**config.mk**
```make
export PLATFORM = sky130hd
export DESIGN_NAME = id_stage
export DESIGN_NICKNAME = d
export VERILOG_FILES = /design/src/rtl/id_stage.sv
export SDC_FILE = /design/constraint.sdc
export NUM_CORES = 1
export LEC_CHECK = 0
export BUFFER_PORTS_ARGS = -buffer_cell sky130_fd_sc_hd__buf_2
export CORE_AREA = 2 2 132 134
export CTS_BUF_LIST = sky130_fd_sc_hd__clkbuf_4
export DETAILED_ROUTE_END_ITERATION = 10
export DIE_AREA = 0 0 134 136
export PLACE_DENSITY = 0.85
export RECOVER_POWER = 50
export SLEW_MARGIN = 20
export SYNTH_ARGS = -nofsm -noshare
export SYNTH_HDL_FRONTEND = slang
export SYNTH_SLANG_ARGS = --single-unit
```
**constraint.sdc**
```tcl
create_clock -name clk -period 8.5 [get_ports clk]
set_input_delay 1.7 -clock clk [delete_from_list [all_inputs] [get_ports clk]]
set_output_delay 1.7 -clock clk [all_outputs]
set_load 0.005 [all_outputs]
```
**src/rtl/id_stage.sv**
```systemverilog
// MIPS64r6 decode stage: one-entry output register, 1-cycle latency, one-bubble load-use stall.
// Output register holds bit-stable while out_valid & !out_ready; flush drops held and incoming words.
module id_stage #(
  parameter int              XLEN     = 64,
  parameter logic [XLEN-1:0] RESET_PC = '0
) (
  input  logic            clk,
  input  logic            reset,
  input  logic            in_valid,
  output logic            in_ready,
  input  logic [31:0]     in_inst,
  input  logic [XLEN-1:0] in_pc,
  input  logic            flush,
  output logic            out_valid,
  input  logic            out_ready,
  output logic [XLEN-1:0] pc_out,
  output logic [4:0]      rs,
  output logic [4:0]      rt,
  output logic [4:0]      dest,
  output logic            reg_we,
  output logic [XLEN-1:0] imm,
  output logic [3:0]      alu_op,
  output logic [5:0]      shamt,
  output logic            is_64,
  output logic            ovf_trap,
  output logic            use_imm,
  output logic            mem_read,
  output logic            mem_write,
  output logic [1:0]      mem_size,
  output logic            mem_unsigned,
  output logic [1:0]      br_type,
  output logic [1:0]      jump,
  output logic            syscall,
  output logic            eret,
  output logic            mfc0,
  output logic            mtc0,
  output logic            ri
);

  localparam logic [5:0] OP_OTHER0 = 6'h00, OP_REGIMM = 6'h01, OP_J     = 6'h02, OP_JAL    = 6'h03;
  localparam logic [5:0] OP_BEQ    = 6'h04, OP_BNE    = 6'h05, OP_ADDI  = 6'h08, OP_ADDIU  = 6'h09;
  localparam logic [5:0] OP_SLTI   = 6'h0A, OP_SLTIU  = 6'h0B, OP_ORI   = 6'h0D, OP_XORI   = 6'h0E;
  localparam logic [5:0] OP_LUI    = 6'h0F, OP_Z0     = 6'h10, OP_DADDI = 6'h18, OP_DADDIU = 6'h19;
  localparam logic [5:0] OP_LB     = 6'h20, OP_LW     = 6'h23, OP_LBU   = 6'h24, OP_LWU    = 6'h27;
  localparam logic [5:0] OP_SB     = 6'h28, OP_SW     = 6'h2B, OP_BC    = 6'h32, OP_LD     = 6'h37;
  localparam logic [5:0] OP_SD     = 6'h3F;

  localparam logic [5:0] FN_SLL  = 6'h00, FN_SRL   = 6'h02, FN_JR    = 6'h08, FN_JALR  = 6'h09;
  localparam logic [5:0] FN_SYSCALL = 6'h0C, FN_ERET = 6'h18;
  localparam logic [5:0] FN_ADD  = 6'h20, FN_ADDU  = 6'h21, FN_SUB   = 6'h22, FN_SUBU  = 6'h23;
  localparam logic [5:0] FN_AND  = 6'h24, FN_OR    = 6'h25, FN_XOR   = 6'h26, FN_NOR   = 6'h27;
  localparam logic [5:0] FN_SLT  = 6'h2A, FN_SLTU  = 6'h2B, FN_DADD  = 6'h2C, FN_DADDU = 6'h2D;
  localparam logic [5:0] FN_DSUB = 6'h2E, FN_DSLL  = 6'h38, FN_DSRL  = 6'h3A, FN_DSLL32 = 6'h3C;
  localparam logic [5:0] FN_DSRL32 = 6'h3E;

  localparam logic [4:0] OPR_BAL = 5'h11, RS_MFCZ = 5'h00, RS_MTCZ = 5'h04;

  localparam logic [3:0] ALU_ADD = 4'd0, ALU_SUB = 4'd1, ALU_AND = 4'd2, ALU_OR   = 4'd3;
  localparam logic [3:0] ALU_XOR = 4'd4, ALU_NOR = 4'd5, ALU_SLT = 4'd6, ALU_SLTU = 4'd7;
  localparam logic [3:0] ALU_SLL = 4'd8, ALU_SRL = 4'd9, ALU_LUI = 4'd10;

  typedef struct packed {
    logic [4:0]      rs;
    logic [4:0]      rt;
    logic [4:0]      dest;
    logic            reg_we;
    logic [XLEN-1:0] imm;
    logic [3:0]      alu_op;
    logic [5:0]      shamt;
    logic            is_64;
    logic            ovf_trap;
    logic            use_imm;
    logic            mem_read;
    logic            mem_write;
    logic [1:0]      mem_size;
    logic            mem_unsigned;
    logic [1:0]      br_type;
    logic [1:0]      jump;
    logic            syscall;
    logic            eret;
    logic            mfc0;
    logic            mtc0;
    logic            ri;
  } ctrl_t;

  logic            r_valid;
  logic [XLEN-1:0] r_pc;
  ctrl_t           r_ctrl;
  ctrl_t           w_dec;
  logic            w_reads_rt;
  logic            w_hazard;
  logic            w_load;

  logic [5:0] w_op, w_fn;
  logic [4:0] w_rs, w_rt, w_rd, w_sa;
  assign w_op = in_inst[31:26];
  assign w_rs = in_inst[25:21];
  assign w_rt = in_inst[20:16];
  assign w_rd = in_inst[15:11];
  assign w_sa = in_inst[10:6];
  assign w_fn = in_inst[5:0];

  // Only bits above 27 of pc+4 feed the jump region; they carry in when pc[27:2] is all ones.
  logic [XLEN-29:0] w_pc_hi;
  assign w_pc_hi = in_pc[XLEN-1:28] + {{(XLEN-29){1'b0}}, &in_pc[27:2]};

  logic [XLEN-1:0] w_imm_sx, w_imm_zx, w_imm_br, w_imm_lui, w_imm_bc, w_imm_j;
  assign w_imm_sx  = {{(XLEN-16){in_inst[15]}}, in_inst[15:0]};
  assign w_imm_zx  = {{(XLEN-16){1'b0}}, in_inst[15:0]};
  assign w_imm_br  = {{(XLEN-18){in_inst[15]}}, in_inst[15:0], 2'b00};
  assign w_imm_lui = {{(XLEN-32){in_inst[15]}}, in_inst[15:0], 16'h0000};
  assign w_imm_bc  = {{(XLEN-28){in_inst[25]}}, in_inst[25:0], 2'b00};
  assign w_imm_j   = {w_pc_hi, in_inst[25:0], 2'b00};

  always_comb begin
    w_dec      = '0;
    w_reads_rt = 1'b0;
    w_dec.rs   = w_rs;
    w_dec.rt   = w_rt;
    case (w_op)
      OP_OTHER0: begin
        case (w_fn)
          FN_SLL, FN_SRL, FN_DSLL, FN_DSRL, FN_DSLL32, FN_DSRL32: begin
            w_dec.dest   = w_rd;
            w_dec.reg_we = 1'b1;
            w_reads_rt   = 1'b1;
            w_dec.alu_op = (w_fn == FN_SLL || w_fn == FN_DSLL || w_fn == FN_DSLL32) ? ALU_SLL : ALU_SRL;
            // funct bit 5 marks the doubleword shifts, bit 2 the "+32" variants
            w_dec.is_64  = w_fn[5];
            w_dec.shamt  = {w_fn[2], w_sa};
          end
          FN_JR:      w_dec.jump = 2'd2;
          FN_JALR: begin
            w_dec.jump   = 2'd2;
            w_dec.dest   = w_rd;
            w_dec.reg_we = 1'b1;
          end
          FN_SYSCALL: w_dec.syscall = 1'b1;
          FN_ADD, FN_ADDU, FN_SUB, FN_SUBU, FN_AND, FN_OR, FN_XOR, FN_NOR,
          FN_SLT, FN_SLTU, FN_DADD, FN_DADDU, FN_DSUB: begin
            w_dec.dest     = w_rd;
            w_dec.reg_we   = 1'b1;
            w_reads_rt     = 1'b1;
            w_dec.is_64    = !(w_fn inside {FN_ADD, FN_ADDU, FN_SUB, FN_SUBU});
            w_dec.ovf_trap = w_fn inside {FN_ADD, FN_SUB, FN_DADD, FN_DSUB};
            case (w_fn)
              FN_SUB, FN_SUBU, FN_DSUB: w_dec.alu_op = ALU_SUB;
              FN_AND:                   w_dec.alu_op = ALU_AND;
              FN_OR:                    w_dec.alu_op = ALU_OR;
              FN_XOR:                   w_dec.alu_op = ALU_XOR;
              FN_NOR:                   w_dec.alu_op = ALU_NOR;
              FN_SLT:                   w_dec.alu_op = ALU_SLT;
              FN_SLTU:                  w_dec.alu_op = ALU_SLTU;
              default:                  w_dec.alu_op = ALU_ADD;
            endcase
          end
          default: w_dec.ri = 1'b1;
        endcase
      end
      OP_REGIMM: begin
        if (w_rt == OPR_BAL) begin
          w_dec.br_type = 2'd3;
          w_dec.dest    = 5'd31;
          w_dec.reg_we  = 1'b1;
          w_dec.imm     = w_imm_br;
        end else begin
          w_dec.ri = 1'b1;
        end
      end
      OP_J, OP_JAL: begin
        w_dec.jump   = 2'd1;
        w_dec.imm    = w_imm_j;
        w_dec.dest   = 5'd31;
        w_dec.reg_we = (w_op == OP_JAL);
      end
      OP_BEQ, OP_BNE: begin
        w_dec.br_type = (w_op == OP_BEQ) ? 2'd1 : 2'd2;
        w_dec.imm     = w_imm_br;
        w_reads_rt    = 1'b1;
      end
      OP_ADDI, OP_ADDIU, OP_DADDI, OP_DADDIU, OP_SLTI, OP_SLTIU,
      OP_ORI, OP_XORI, OP_LUI: begin
        w_dec.use_imm  = 1'b1;
        w_dec.dest     = w_rt;
        w_dec.reg_we   = 1'b1;
        w_dec.imm      = w_imm_sx;
        w_dec.is_64    = !(w_op inside {OP_ADDI, OP_ADDIU});
        w_dec.ovf_trap = w_op inside {OP_ADDI, OP_DADDI};
        case (w_op)
          OP_SLTI:  w_dec.alu_op = ALU_SLT;
          OP_SLTIU: w_dec.alu_op = ALU_SLTU;
          OP_ORI:   begin w_dec.alu_op = ALU_OR;  w_dec.imm = w_imm_zx;  end
          OP_XORI:  begin w_dec.alu_op = ALU_XOR; w_dec.imm = w_imm_zx;  end
          OP_LUI:   begin w_dec.alu_op = ALU_LUI; w_dec.imm = w_imm_lui; end
          default:  w_dec.alu_op = ALU_ADD;
        endcase
      end
      OP_Z0: begin
        if (in_inst[25]) begin
          w_dec.eret = (w_fn == FN_ERET);
          w_dec.ri   = (w_fn != FN_ERET);
        end else if (w_rs == RS_MFCZ) begin
          w_dec.mfc0   = 1'b1;
          w_dec.dest   = w_rt;
          w_dec.reg_we = 1'b1;
        end else if (w_rs == RS_MTCZ) begin
          w_dec.mtc0 = 1'b1;
          w_reads_rt = 1'b1;
        end else begin
          w_dec.ri = 1'b1;
        end
      end
      OP_LB, OP_LBU, OP_LW, OP_LWU, OP_LD: begin
        w_dec.mem_read     = 1'b1;
        w_dec.mem_size     = (w_op == OP_LD) ? 2'd3 : (w_op inside {OP_LW, OP_LWU}) ? 2'd2 : 2'd0;
        w_dec.mem_unsigned = w_op inside {OP_LBU, OP_LWU};
        w_dec.dest         = w_rt;
        w_dec.reg_we       = 1'b1;
        w_dec.use_imm      = 1'b1;
        w_dec.imm          = w_imm_sx;
        w_dec.is_64        = 1'b1;
      end
      OP_SB, OP_SW, OP_SD: begin
        w_dec.mem_write = 1'b1;
        w_dec.mem_size  = (w_op == OP_SD) ? 2'd3 : (w_op == OP_SW) ? 2'd2 : 2'd0;
        w_dec.use_imm   = 1'b1;
        w_dec.imm       = w_imm_sx;
        w_dec.is_64     = 1'b1;
        w_reads_rt      = 1'b1;
      end
      OP_BC: begin
        w_dec.br_type = 2'd3;
        w_dec.imm     = w_imm_bc;
      end
      default: w_dec.ri = 1'b1;
    endcase
    if (!w_dec.reg_we || w_dec.dest == 5'd0) begin
      w_dec.reg_we = 1'b0;
      w_dec.dest   = 5'd0;
    end
  end

  assign w_hazard = r_valid && r_ctrl.mem_read && (r_ctrl.dest != 5'd0) && in_valid &&
                    ((r_ctrl.dest == w_rs) || ((r_ctrl.dest == w_rt) && w_reads_rt));
  assign w_load   = !r_valid || out_ready;
  assign in_ready = flush || (w_load && !w_hazard);

  always_ff @(posedge clk or posedge reset) begin
    if (reset) begin
      r_valid <= 1'b0;
      r_pc    <= RESET_PC;
      r_ctrl  <= '0;
    end else if (flush) begin
      r_valid <= 1'b0;
    end else if (w_load) begin
      if (in_valid && !w_hazard) begin
        r_valid <= 1'b1;
        r_pc    <= in_pc;
        r_ctrl  <= w_dec;
      end else begin
        r_valid <= 1'b0;
      end
    end
  end

  assign out_valid    = r_valid;
  assign pc_out       = r_pc;
  assign rs           = r_ctrl.rs;
  assign rt           = r_ctrl.rt;
  assign dest         = r_ctrl.dest;
  assign reg_we       = r_ctrl.reg_we;
  assign imm          = r_ctrl.imm;
  assign alu_op       = r_ctrl.alu_op;
  assign shamt        = r_ctrl.shamt;
  assign is_64        = r_ctrl.is_64;
  assign ovf_trap     = r_ctrl.ovf_trap;
  assign use_imm      = r_ctrl.use_imm;
  assign mem_read     = r_ctrl.mem_read;
  assign mem_write    = r_ctrl.mem_write;
  assign mem_size     = r_ctrl.mem_size;
  assign mem_unsigned = r_ctrl.mem_unsigned;
  assign br_type      = r_ctrl.br_type;
  assign jump         = r_ctrl.jump;
  assign syscall      = r_ctrl.syscall;
  assign eret         = r_ctrl.eret;
  assign mfc0         = r_ctrl.mfc0;
  assign mtc0         = r_ctrl.mtc0;
  assign ri           = r_ctrl.ri;

endmodule

```
# After elaboration in Yosys (flattened, before gate mapping)
# Index checks and enable logic that the tools add are counted.
# totals
register_bits,172
output_inout_bits,173
word_cells,179
# op_classes
add_sub_neg,1
eq_ne,51
n_mux,53
bitwise,1
n_reduce_logical,50
# ops
operator,n
$pmux 64 s6,1
$eq 6x6->1 const B,26
$pmux 64 s2,1
$mux 70,1
$eq 6x4->1 const B,10
$reduce_or 22->1,2
$add 36x1->36,1
$mux 6,6
$pmux 6 s5,1
$reduce_and 26->1,1
$eq 6x5->1 const B,4
$mux 1,21
$pmux 3 s7,1
$pmux 4 s5,1
$reduce_or 20->1,1
$reduce_or 19->1,1
$eq 6x2->1 const B,3
$mux 2,9
$reduce_or 17->1,1
$pmux 4 s2,2
$reduce_or 14->1,1
$reduce_or 13->1,1
$eq 6x3->1 const B,2
$logic_not 6->1,2
other kinds (26),56

# Depth between registers and ports, before layout
# Gate-level depths: netlist of the first run.
# depth
depth_word,13
ltp_mapped,11

# Worst setup path after synthesis of the first run
# Ideal clock, no wire load.
# synth_path
path_kind,input to output
startpoint,input port in_inst[27]
endpoint,output port in_ready
arrival_time_ns,2.957
required_ns,6.800
setup_slack_ns,3.843
path_stages,6
path_buffers,1
path_cell_list,buf_6 or4_4 nor3_4 and3_1 o41ai_2 a21o_1
# synth_via
elab_chain_cells,9
# synth_lines
item,line_no,source
"start, declared",11,"input logic [31:0] in_inst,"
$eq 6x3->1 or $eq 6x6->1 (tied branches),120,case (w_op)
$reduce_or 5->1 (no line),-,
$pmux 1 s3 (*),120,
$logic_and 1x1->1 (*),244,((r_ctrl.dest == w_rs) || ((r_ctrl.dest == w_rt) && w_reads_rt));
$logic_or 1x1->1 (*),244,
$logic_and 1x1->1 (*),243,assign w_hazard = r_valid && r_ctrl.mem_read && (r_ctrl.dest != 5'd0) && in_valid &&
$logic_not 1->1 (*),246,assign in_ready = flush || (w_load && !w_hazard);
$logic_and 1x1->1 (*),246,
$logic_or 1x1->1 (*),246,
"end, declared",10,"output logic in_ready,"
# Mark *: on every way between the ends. The rest lies on a longest branch, timed or not.

==> metrics.csv, run 1 <==
metric,value,unit
Slew @ Worst Pin,3.37,ns
Netlist cell types,64,
CTS tree,done,
violated checks,"max-capacitance violations, max-slew violations",
Final Max Slew Viols,128,
WL final,26200,um
Placed Instance Area,10900,sq um
postcts setup bufs,0,
"Max FO, Critical Path",79,
WP data required,9.17,ns
Port Buffers,273,
core area,16900,sq um
DR WL/cell,19.8,um
Top Layer Used,met4,
FMAX,175,MHz
r2r startpoint,dest[4]$_DFFE_PP0P_,
Reg2Reg Depth,7,
Syn Area/Cell,11.3,sq um
YS warnings,0,
Clock Tree Root,clkbuf_4,
CP endpoint kind,asynchronous set/reset pin,
final setup violation count,0,
Pleak,5.31,nW
Post-Synthesis Cells,844,
min Tclk post-route,5.71,ns
Worst setup startpoint,reset,
"count leader, synth",dfrtp_1,
Global Route Usage Sum,28.1,%
synth cell count leaders,"dfrtp_1, mux2_2, mux2_4",
cell accounting for the most synthesized area,dfrtp_1,
Ports,274,
remaining global-route overflow,0,
Worst Path Arrival,6.39,ns
TritonCTS buffer count,17,
CTS Buffer Depth,2,
part of the Yosys area used for sequential elements,45.1,%
Post-DRT Antenna Nets,0,
final period utilization,67.2,%
clk slew on worst S/H paths,0.16,ns
initial antenna violation count,1,
met2 wire len,12400,um
total number of vias,7819,
Seq cells post-synth,172,
Die Width,134,um
post-CTS resize count,0,
Synth Cell Area,9550,sq um
ranking of synthesized cells by area,"dfrtp_1, mux2_4, mux2_2",
MaxCap Viol Count,2,
DP Worst Slack,3.42,ns
crit path cell chain,buf_2 -> clkinvlp_2 -> clkbuf_1 -> buf_4,
Setup crit end,imm[60]$_DFFE_PP0P_,
outcome,"complete, but fails checks",
layout cells sized above 1,35.2,%
CP bufs+invs,4,
syn nets,947,
drt via density,5.91,
Crit path depth,4,
endpoints failing hold,0,
clock latency on the worst-skew pair,0.58,ns
FF-to-FF setup slack,5.78,ns
post-route design area,11000,sq um
Top Family by Delay on Critical Path,buffers and inverters,
Worst VDD drop,0.0868,mV
Metal-1 WL,11200,um
Post-synth EDFFs,0,
overall power,0.00195,W
final net count,1188,
Hold Crit Class,reg -> reg,
WHS,0.512,ns
First-pass DRT Iterations,5,
Filler cells,1390,
vias in the first global route,7316,
Die Ht,136,um
drt drc,0,
power per cell area,177,nW/um^2
CTS HTree Levels,4,
CP Launch Type,input port,
initial DRC count,574,
DIE AREA,18200,sq um
setup TNS,0,ns
synth-to-layout area growth,15.5,%
clk sinks,172,
metal3 WL,1980,um
first-pass GRT wire length,40000,um
"Primary FF master, synth",dfrtp_1,
skew final,0.0184,ns
hold_buf cts,0,
worst r2r dst,rs[0]$_DFFE_PP0P_,
RSZ-0062 raised after global routing,false,
max incr delay on CP,1.90,ns
Setup WS post-layout,2.79,ns
largest net degree at the start of global routing,145,
Critical Path Slowest Stage Cell,clkbuf_1,
area fraction of the dominant cell type after synthesis,45.1,%
Setup CP Type,in -> async,
RD Place Congestion,0.934,
Initial Utilization,56.6,%
Synth async-reset ratio,100,%
Site Rows,48,
Slew HR,-126,%
Reg area,4300,sq um
multi-input logic area,4750,sq um
Post-DP HPWL,19100,um
worst min path at each step:
stage | from | endpoint | depth (start not counted)
finish | imm[54]$_DFFE_PP0P_ | imm[54]$_DFFE_PP0P_ | 1
CTS | imm[31]$_DFFE_PP0P_ | imm[31]$_DFFE_PP0P_ | 1
global placement | imm[54]$_DFFE_PP0P_ | imm[54]$_DFFE_PP0P_ | 1
detailed placement | imm[54]$_DFFE_PP0P_ | imm[54]$_DFFE_PP0P_ | 1
global route | imm[51]$_DFFE_PP0P_ | imm[51]$_DFFE_PP0P_ | 1
floorplan | imm[31]$_DFFE_PP0P_ | imm[31]$_DFFE_PP0P_ | 1
cell usage in the layout, fill, tap and decap left out, types with 3 or more instances in the layout:
cell        Yosys  layout
nor3_1         13      13
nand2b_1       15      15
nor4b_1         3       3
a211oi_1        4       4
and3_1          6       6
mux2_4         70      70
o22ai_1         6       6
dfrtp_1       172     172
clkbuf_4        0      19
xnor2_1        14      14
mux2_2         80      80
nand3_1        32      32
nor2b_1         6       6
inv_1          21      20
a21oi_1        12      12
buf_1           3       3
or3_1           3       3
or4_1           4       4
o21ai_0        45      45
a31oi_1         6       6
o211ai_1       13      13
mux2i_1        11      11
mux2_1         12      12
clkinv_4        0       3
buf_2          10     190
inv_6           0       3
nor4_1         12      12
nand4_1        32      32
xor2_1         30      30
nand2_1        57      57
o21ai_1        13      13
nor2_1         36      36
clkinvlp_4      0       3
and2_1          8       8
buf_4          11       5
a22o_1         14      14
and3b_1         3       3
clkbuf_1       24      81
power by group:
group / leakage, nW / switching, W / internal (W) / total (W)
Combinational: 2.99 / 0.000236 / 0.000244 / 0.000480
Sequential: 2.18 / 0.0000688 / 0.000934 / 0.00100
Clock: 0.142 / 0.000307 / 0.000158 / 0.000465
Total: 5.31 / 0.000611 / 0.00134 / 0.00195
cell families (layout without fill, tap and decap cells):
kind of cell	count (synthesis)	count (layout)	synth area share, %
AOI/OAI and AO/OA	133	133	8.98
DFF	172	172	45.1
other	0	1	0
and+or+nand+nor	240	240	13.4
muxes	173	173	23.0
xor gates and xnor gates	44	44	4.04
adders and majority gates	2	2	0.262
buffers and inverters	80	334	5.24
area by class of cell:
cell class / instances / share of cell area (%)
clock inverters: 13 / 1.19
flip-flops and latches: 172 / 39.0
repair buffers: 281 / 12.1
clock buffers: 19 / 1.29
multi-input cells: 592 / 43.1
diodes: 1 / 0.0227
inverters: 21 / 0.726
well taps: 225 / 2.55
through the flow:
stage | util [%] | cells
2_1_floorplan | - | 844
3_3_place_gp | 64.3 | 1290
3_5_place_dp | 64.3 | 1290
4_1_cts | 65.9 | 1322
5_1_grt | 65.4 | 1324
6_report | 65.4 | 1324
worst reg2reg max path, stage by stage, from the launching register on:
cell,delay [ns]
dfrtp_1,0.49
xor2_1,0.19
nor3_1,0.19
and4_1,0.26
o41ai_2,0.10
nand4b_1,0.19
buf_12,0.55
mux2_2,0.67
routing by layer:
layer,global-route usage (%),up-vias
met2,44.9,375
met4,9.81,0
li1,-,3540
met5,0,-
met1,38.2,3858
met3,6.23,46
registers in the layout, summed over array words and instances (netlist names), 2 cells and up:
signal / cells
rt: 5
mem_size: 2
rs: 5
br_type: 2
dest: 5
alu_op: 4
shamt: 6
pc_out: 64
imm: 64
jump: 2
(Power assumes the default switching activity.)
==> run 2: changes to the inputs <==
--- a/config.mk
+++ b/config.mk
@@ -5,12 +5,13 @@
 export SDC_FILE = /design/constraint.sdc
 export NUM_CORES = 1
 export LEC_CHECK = 0
+export ABC_AREA = 1
 export BUFFER_PORTS_ARGS = -buffer_cell sky130_fd_sc_hd__buf_2
-export CORE_AREA = 2 2 132 134
+export CORE_AREA = 2 2 134 136
 export CTS_BUF_LIST = sky130_fd_sc_hd__clkbuf_4
 export DETAILED_ROUTE_END_ITERATION = 10
-export DIE_AREA = 0 0 134 136
-export PLACE_DENSITY = 0.85
+export DIE_AREA = 0 0 136 138
+export PLACE_DENSITY = 0.81
 export RECOVER_POWER = 50
 export SLEW_MARGIN = 20
 export SYNTH_ARGS = -nofsm -noshare
==> constraint.sdc (replaced) <==
create_clock -name clk -period 5.4 [get_ports clk]
set_input_delay 1.08 -clock clk [delete_from_list [all_inputs] [get_ports clk]]
set_output_delay 1.08 -clock clk [all_outputs]
set_load 0.005 [all_outputs]
==> run 2 against run 1 <==
  * The flow now finishes without violations
  * Combinational power grew 32%
  * Cell count grew 31%
  * Routed wire length grew 13%
  * Worst hold slack lost 0.023 ns
  * Setup slack lost 1.0 ns
  * First-iteration DRC count grew 91%
  * Count of clock-buffer cells in the layout shrank 2
  * Synthesized cell count grew 47%
  * Power grew 50%
  * Die area grew 3.0%
  * Critical path type is now in -> reg
  * Largest cell class is now registers
  * Highest routed layer unchanged
==> metrics.csv, run 2 <==
metric,value,unit
outcome,finished clean,
Synth Cell Area,9170,sq um
largest net degree at the start of global routing,173,
final net count,1592,
initial antenna violation count,1,
hold_buf cts,0,
Global Route Usage Sum,31.6,%
max incr delay on CP,0.82,ns
YS warnings,0,
Initial Utilization,52.3,%
Ports,274,
"count leader, synth",nand2_1,
RSZ-0062 raised after global routing,false,
Setup crit end,imm[40]$_DFFE_PP0P_,
clk slew on worst S/H paths,0.15,ns
Filler cells,1664,
syn nets,1341,
Hold Crit Class,reg -> reg,
Clock Tree Root,clkbuf_4,
initial DRC count,1096,
Worst Path Arrival,4.19,ns
ranking of synthesized cells by area,"dfrtp_1, nand2_1, inv_1",
power per cell area,269,nW/um^2
"most common cell after layout, fill and taps aside",nand2_1,
remaining global-route overflow,0,
core area,17500,sq um
setup TNS,0,ns
skew final,0.0320,ns
WL final,29700,um
most frequent cells in the layout,"nand2_1, buf_2, dfrtp_1, inv_1, nor2_1",
CP Launch Type,input port,
CTS Buffer Depth,2,
Port Buffers,273,
Setup CP Type,in -> reg,
Netlist cell types,43,
Synth async-reset ratio,100,%
Post-synth EDFFs,0,
Reg2Reg Depth,10,
final setup violation count,0,
Die Ht,138,um
area fraction of the dominant cell type after synthesis,46.9,%
First-pass DRT Iterations,6,
FMAX,273,MHz
RD Place Congestion,0.964,
first-pass GRT wire length,46600,um
part of the Yosys area used for sequential elements,46.9,%
r2r startpoint,dest[3]$_DFFE_PP0P_,
synth-to-layout area growth,18.2,%
crit path cell chain,clkbuf_1 -> inv_1 -> nand4_1 -> nor2_1 -> nand2_1 -> nand2_1 -> nor2_1 -> nand2_1 -> nand2_1 -> nand2_1 -> nand2_1 -> nand2_1 -> inv_2 -> buf_4 -> o21ai_0 -> nand2_1,
synth cell count leaders,"nand2_1, dfrtp_1, inv_1",
Slew @ Worst Pin,0.993,ns
Site Rows,49,
cell accounting for the most synthesized area,dfrtp_1,
Post-DRT Antenna Nets,0,
Final Max Slew Viols,0,
post-route design area,10800,sq um
Placed Instance Area,10600,sq um
worst r2r dst,imm[40]$_DFFE_PP0P_,
Pleak,6.02,nW
FF-to-FF setup slack,2.27,ns
post-CTS resize count,0,
Worst VDD drop,0.160,mV
DR WL/cell,17.2,um
Die Width,136,um
Post-Synthesis Cells,1238,
Worst Hold Depth,2,
Seq cells post-synth,172,
drt drc,0,
CTS HTree Levels,4,
"Primary FF master, synth",dfrtp_1,
Worst setup startpoint,in_inst[25],
Critical Path Slowest Stage Cell,inv_2,
clk sinks,172,
total number of vias,9457,
Slew HR,33.5,%
Post-DP HPWL,22200,um
CP endpoint kind,register,
vias in the first global route,8902,
TritonCTS buffer count,17,
final period utilization,67.8,%
MaxCap Viol Count,0,
min Tclk post-route,3.66,ns
CTS tree,done,
Syn Area/Cell,7.41,sq um
WP data required,5.93,ns
clock latency on the worst-skew pair,0.59,ns
DIE AREA,18800,sq um
CP dominant cell by count,nand2_1,
postcts setup bufs,0,
"Max FO, Critical Path",47,
endpoints failing hold,0,
layout cells sized above 1,19.6,%
drt via density,5.46,
[run 2: changes by cell type after synthesis, sizes merged, moves of 15 or more]
cell / delta
clkbuf: -16
nand3: +38
nor2: +60
nand2: +379
o21ai: +62
o31ai: +15
nand2b: -15
inv: +101
mux2: -162
a21oi: +29
xor2: -24
[run 2: routing by layer]
metal | track usage, % | vias to the layer above | part of all wire (%)
met1 | 43.5 | 4365 | 41
li1 | - | 4536 | -
met3 | 7.11 | 63 | 9.9
met5 | 0 | - | 0
met2 | 49.7 | 493 | 46
met4 | 10.4 | 0 | 2.8
[run 2: report_power, final]
group / leakage [nW] / total, W / internal, W / switching (W)
clock network: 0.146 / 0.000742 / 0.000239 / 0.000503
logic: 3.65 / 0.000635 / 0.000243 / 0.000392
registers: 2.23 / 0.00154 / 0.00145 / 0.0000917
[run 2: area by class of cell]
type	instances	area (sq um)	share of cell area (%)
repair buffers	281	1380	12.8
well taps	229	287	2.64
multi-input cells	895	4130	38.1
clock inverters	15	139	1.28
flip-flops and latches	172	4300	39.7
diodes	1	2.50	0.0231
clock buffers	17	128	1.18
inverters	122	462	4.26
[run 2: cell families (layout without fill, tap and decap cells)]
| family | count (synthesis) | count (layout) | synth area share, % |
|---|---|---|---|
| xor+xnor | 9 | 9 | 0.860 |
| fa+ha+maj | 2 | 2 | 0.273 |
| buf+inv | 171 | 435 | 7.89 |
| compound gates | 216 | 216 | 13.1 |
| simple gates | 668 | 668 | 30.9 |
| flops | 172 | 172 | 46.9 |
| other cells | 0 | 1 | 0 |
[run 2: worst min-delay path by stage]
stage | start | endpoint | slack (ns)
finish | pc_out[57]$_DFFE_PP0P_ | pc_out[57]$_DFFE_PP0P_ | 0.49
global route | imm[3]$_DFFE_PP0P_ | imm[3]$_DFFE_PP0P_ | 0.51
CTS | pc_out[57]$_DFFE_PP0P_ | pc_out[57]$_DFFE_PP0P_ | 0.50
detailed placement | imm[6]$_DFFE_PP0P_ | imm[6]$_DFFE_PP0P_ | 0.46
global placement | imm[18]$_DFFE_PP0P_ | imm[18]$_DFFE_PP0P_ | 0.46
floorplan | pc_out[0]$_DFFE_PP0P_ | pc_out[0]$_DFFE_PP0P_ | 0.47
[run 2: worst max-delay path: cells and delay by family]
family	cells	cell delay [ns]
buf+inv	4	1.54
simple gates	11	1.35
compound gates	1	0.18
[run 2: stage by stage]
step / setup WS, ns / utilization (%) / cells / power, W / hold slack [ns]
6_report: 1.74 / 61.8 / 1732 / 0.00292 / 0.489
3_5_place_dp: 1.24 / 60.7 / 1699 / 0.00221 / 0.459
3_3_place_gp: 1.36 / 60.7 / 1699 / 0.00219 / 0.456
5_1_grt: 1.41 / 61.8 / 1732 / 0.00308 / 0.512
2_1_floorplan: 1.94 / - / 1238 / 0.00188 / 0.472
4_1_cts: 1.73 / 62.2 / 1731 / 0.00294 / 0.495
==> run 3: changes to the inputs <==
--- a/config.mk
+++ b/config.mk
@@ -7,11 +7,11 @@
 export LEC_CHECK = 0
 export ABC_AREA = 1
 export BUFFER_PORTS_ARGS = -buffer_cell sky130_fd_sc_hd__buf_2
-export CORE_AREA = 2 2 134 136
+export CORE_AREA = 2 2 140 142
 export CTS_BUF_LIST = sky130_fd_sc_hd__clkbuf_4
 export DETAILED_ROUTE_END_ITERATION = 10
-export DIE_AREA = 0 0 136 138
-export PLACE_DENSITY = 0.81
+export DIE_AREA = 0 0 142 144
+export PLACE_DENSITY = 0.78
 export RECOVER_POWER = 50
 export SLEW_MARGIN = 20
 export SYNTH_ARGS = -nofsm -noshare
==> constraint.sdc (replaced) <==
create_clock -name clk -period 3.35 [get_ports clk]
set_input_delay 0.67 -clock clk [delete_from_list [all_inputs] [get_ports clk]]
set_output_delay 0.67 -clock clk [all_outputs]
set_load 0.005 [all_outputs]
==> run 3 against run 2 <==
  * The run now ends with max-capacitance violations, max-slew violations left
  * Critical path type is now in -> out
  * Largest power group unchanged
  * Clock skew is 0.011 ns lower
  * Combinational power is 62% higher
  * First-iteration DRC count is 26% lower
==> metrics.csv, run 3 (synthesized netlist as in run 2, its figures left out) <==
metric,value,unit
CTS tree,done,
Worst VDD drop,0.227,mV
final core utilization,57.9,%
Clock Tree Root,clkbuf_4,
min Tclk post-route,3.03,ns
hold path start,in_pc[0],
FMAX,330,MHz
power per cell area,422,nW/um^2
RSZ-0062 raised after global routing,false,
Slew HR,-8.19,%
Post-DP HPWL,23100,um
final setup violation count,0,
initial antenna violation count,2,
clk sinks,172,
final period utilization,90.6,%
violated checks,"max-capacitance violations, max-slew violations",
DR WL/cell,17.2,um
Placed Instance Area,10900,sq um
clk slew on worst S/H paths,0.16,ns
total number of vias,9449,
CTS HTree Levels,4,
clock latency on the worst-skew pair,0.57,ns
vias in the first global route,8770,
worst r2r dst,pc_out[39]$_DFFE_PP0P_,
core area,19100,sq um
outcome,"complete, but fails checks",
post-route insts no fill,1765,
Seq pwr share,53.3,%
drt via density,5.35,
r2r startpoint,dest[1]$_DFFE_PP0P_,
Hold Crit Class,in -> reg,
setup TNS,0,ns
Worst Path Arrival,2.36,ns
"most common cell after layout, fill and taps aside",nand2_1,
Sw Ratio,33.5,%
endpoints failing hold,0,
RD Place Congestion,1.00,
Die Width,142,um
placed cells,1731,
synth-to-layout area growth,20.5,%
Ports,274,
remaining global-route overflow,0,
Filler cells,1892,
First-pass DRT Iterations,7,
drt drc,0,
layout cells sized above 1,20.2,%
Setup CP Type,in -> out,
power share of the combinational group,22.2,%
Clk pwr share,24.5,%
Initial Utilization,48.0,%
Sw Pwr,0.00156,W
Pleak,6.11,nW
DIE AREA,20400,sq um
overall power,0.00466,W
CP Launch Type,input port,
Post-DRT Antenna Nets,0,
MaxCap Viol Count,1,
CP endpoint kind,output port,
Global Route Usage Sum,29.5,%
Slew @ Worst Pin,1.62,ns
Worst Hold Depth,3,
Die Ht,144,um
final net count,1616,
TritonCTS buffer count,17,
largest net degree at the start of global routing,136,
post-CTS resize count,0,
post-route design area,11000,sq um
WL final,30400,um
"Max FO, Critical Path",7,
CTS Buffer Depth,2,
Int Pwr,0.00310,W
initial DRC count,806,
Worst Hold End,pc_out[0]$_DFFE_PP0P_,
Reg2Reg Depth,8,
Final Max Slew Viols,69,
skew final,0.0211,ns
first-pass GRT wire length,46500,um
FF-to-FF setup slack,1.10,ns
most frequent cells in the layout,"nand2_1, buf_2, dfrtp_1, inv_1, nor2_1",
Port Buffers,273,
Site Rows,51,
WP data required,2.68,ns
[run 3: cell types whose count changed in the layout (fill, tap and decap cells not counted), sizes merged]
cell / before / now
buf: 237 / 249
clkbuf: 61 / 72
diode: 1 / 2
clkinv: 6 / 7
inv: 128 / 124
dlygate4sd3: 0 / 1
clkinvlp: 2 / 4
[run 3: timing repair]
action,CTS,global route
setup buffers,0,0
hold endpoints to repair,6,0
hold buffers,1,0
[run 3: cell type report]
type,count,area (sq um),share of cell area [%]
Timing Repair Buffer,305,1590,14.4
Inverter,122,462,4.18
Sequential cell,172,4300,39.0
Antenna cell,2,5.00,0.0453
Multi-Input combinational cell,895,4150,37.5
Tap cell,238,298,2.70
Clock buffer,17,128,1.16
Clock inverter,14,120,1.09
[run 3: how the worst max path moves through the flow]
| stage | start | endpoint | cells after the start |
|---|---|---|---|
| 4_1_cts | in_pc[24] | imm[60]$_DFFE_PP0P_ | 19 |
| 3_5_place_dp | in_pc[24] | imm[60]$_DFFE_PP0P_ | 19 |
| 2_1_floorplan | in_pc[4] | imm[60]$_DFFE_PP0P_ | 18 |
| 6_report | in_inst[27] | in_ready | 14 |
| 5_1_grt | in_pc[24] | imm[60]$_DFFE_PP0P_ | 19 |
| 3_3_place_gp | in_pc[24] | imm[60]$_DFFE_PP0P_ | 19 |
[run 3: power by group through the flow]
stage	Sequential, W	Combinational [W]	Clock [W]
2_1_floorplan	0.00253	0.000500	0
3_3_place_gp	0.00251	0.00104	0
3_5_place_dp	0.00252	0.00105	0
4_1_cts	0.00248	0.00106	0.00117
5_1_grt	0.00251	0.00116	0.00125
6_report	0.00248	0.00103	0.00114
[run 3: stage by stage]
step | hold slack [ns] | setup WS [ns]
after floorplan | 0.472 | 0.301
after global placement | 0.457 | -0.0657
after detailed placement | 0.459 | -0.118
after CTS | 0.249 | 0.464
after global routing | 0.259 | 0.118
final | 0.284 | 0.316
[run 3: per-layer routing]
metal	vias up	track usage, %	share of wire [%]
met2	449	45.8	44
met1	4346	40.2	44
met5	-	0	0
met3	67	6.32	8.3
met4	0	12.5	3.7
li1	4587	-	-
[run 3: critical path: stages]
cell,delay (ns)
buf_2,0.17
nor2_4,0.21
nand2_1,0.09
nor2_1,0.37
nand2_1,0.16
nand2_1,0.08
nor2_1,0.04
nand2_1,0.08
nand2_1,0.05
nand2_1,0.08
nand2_2,0.10
nand2_1,0.08
nand2_1,0.04
buf_2,0.11
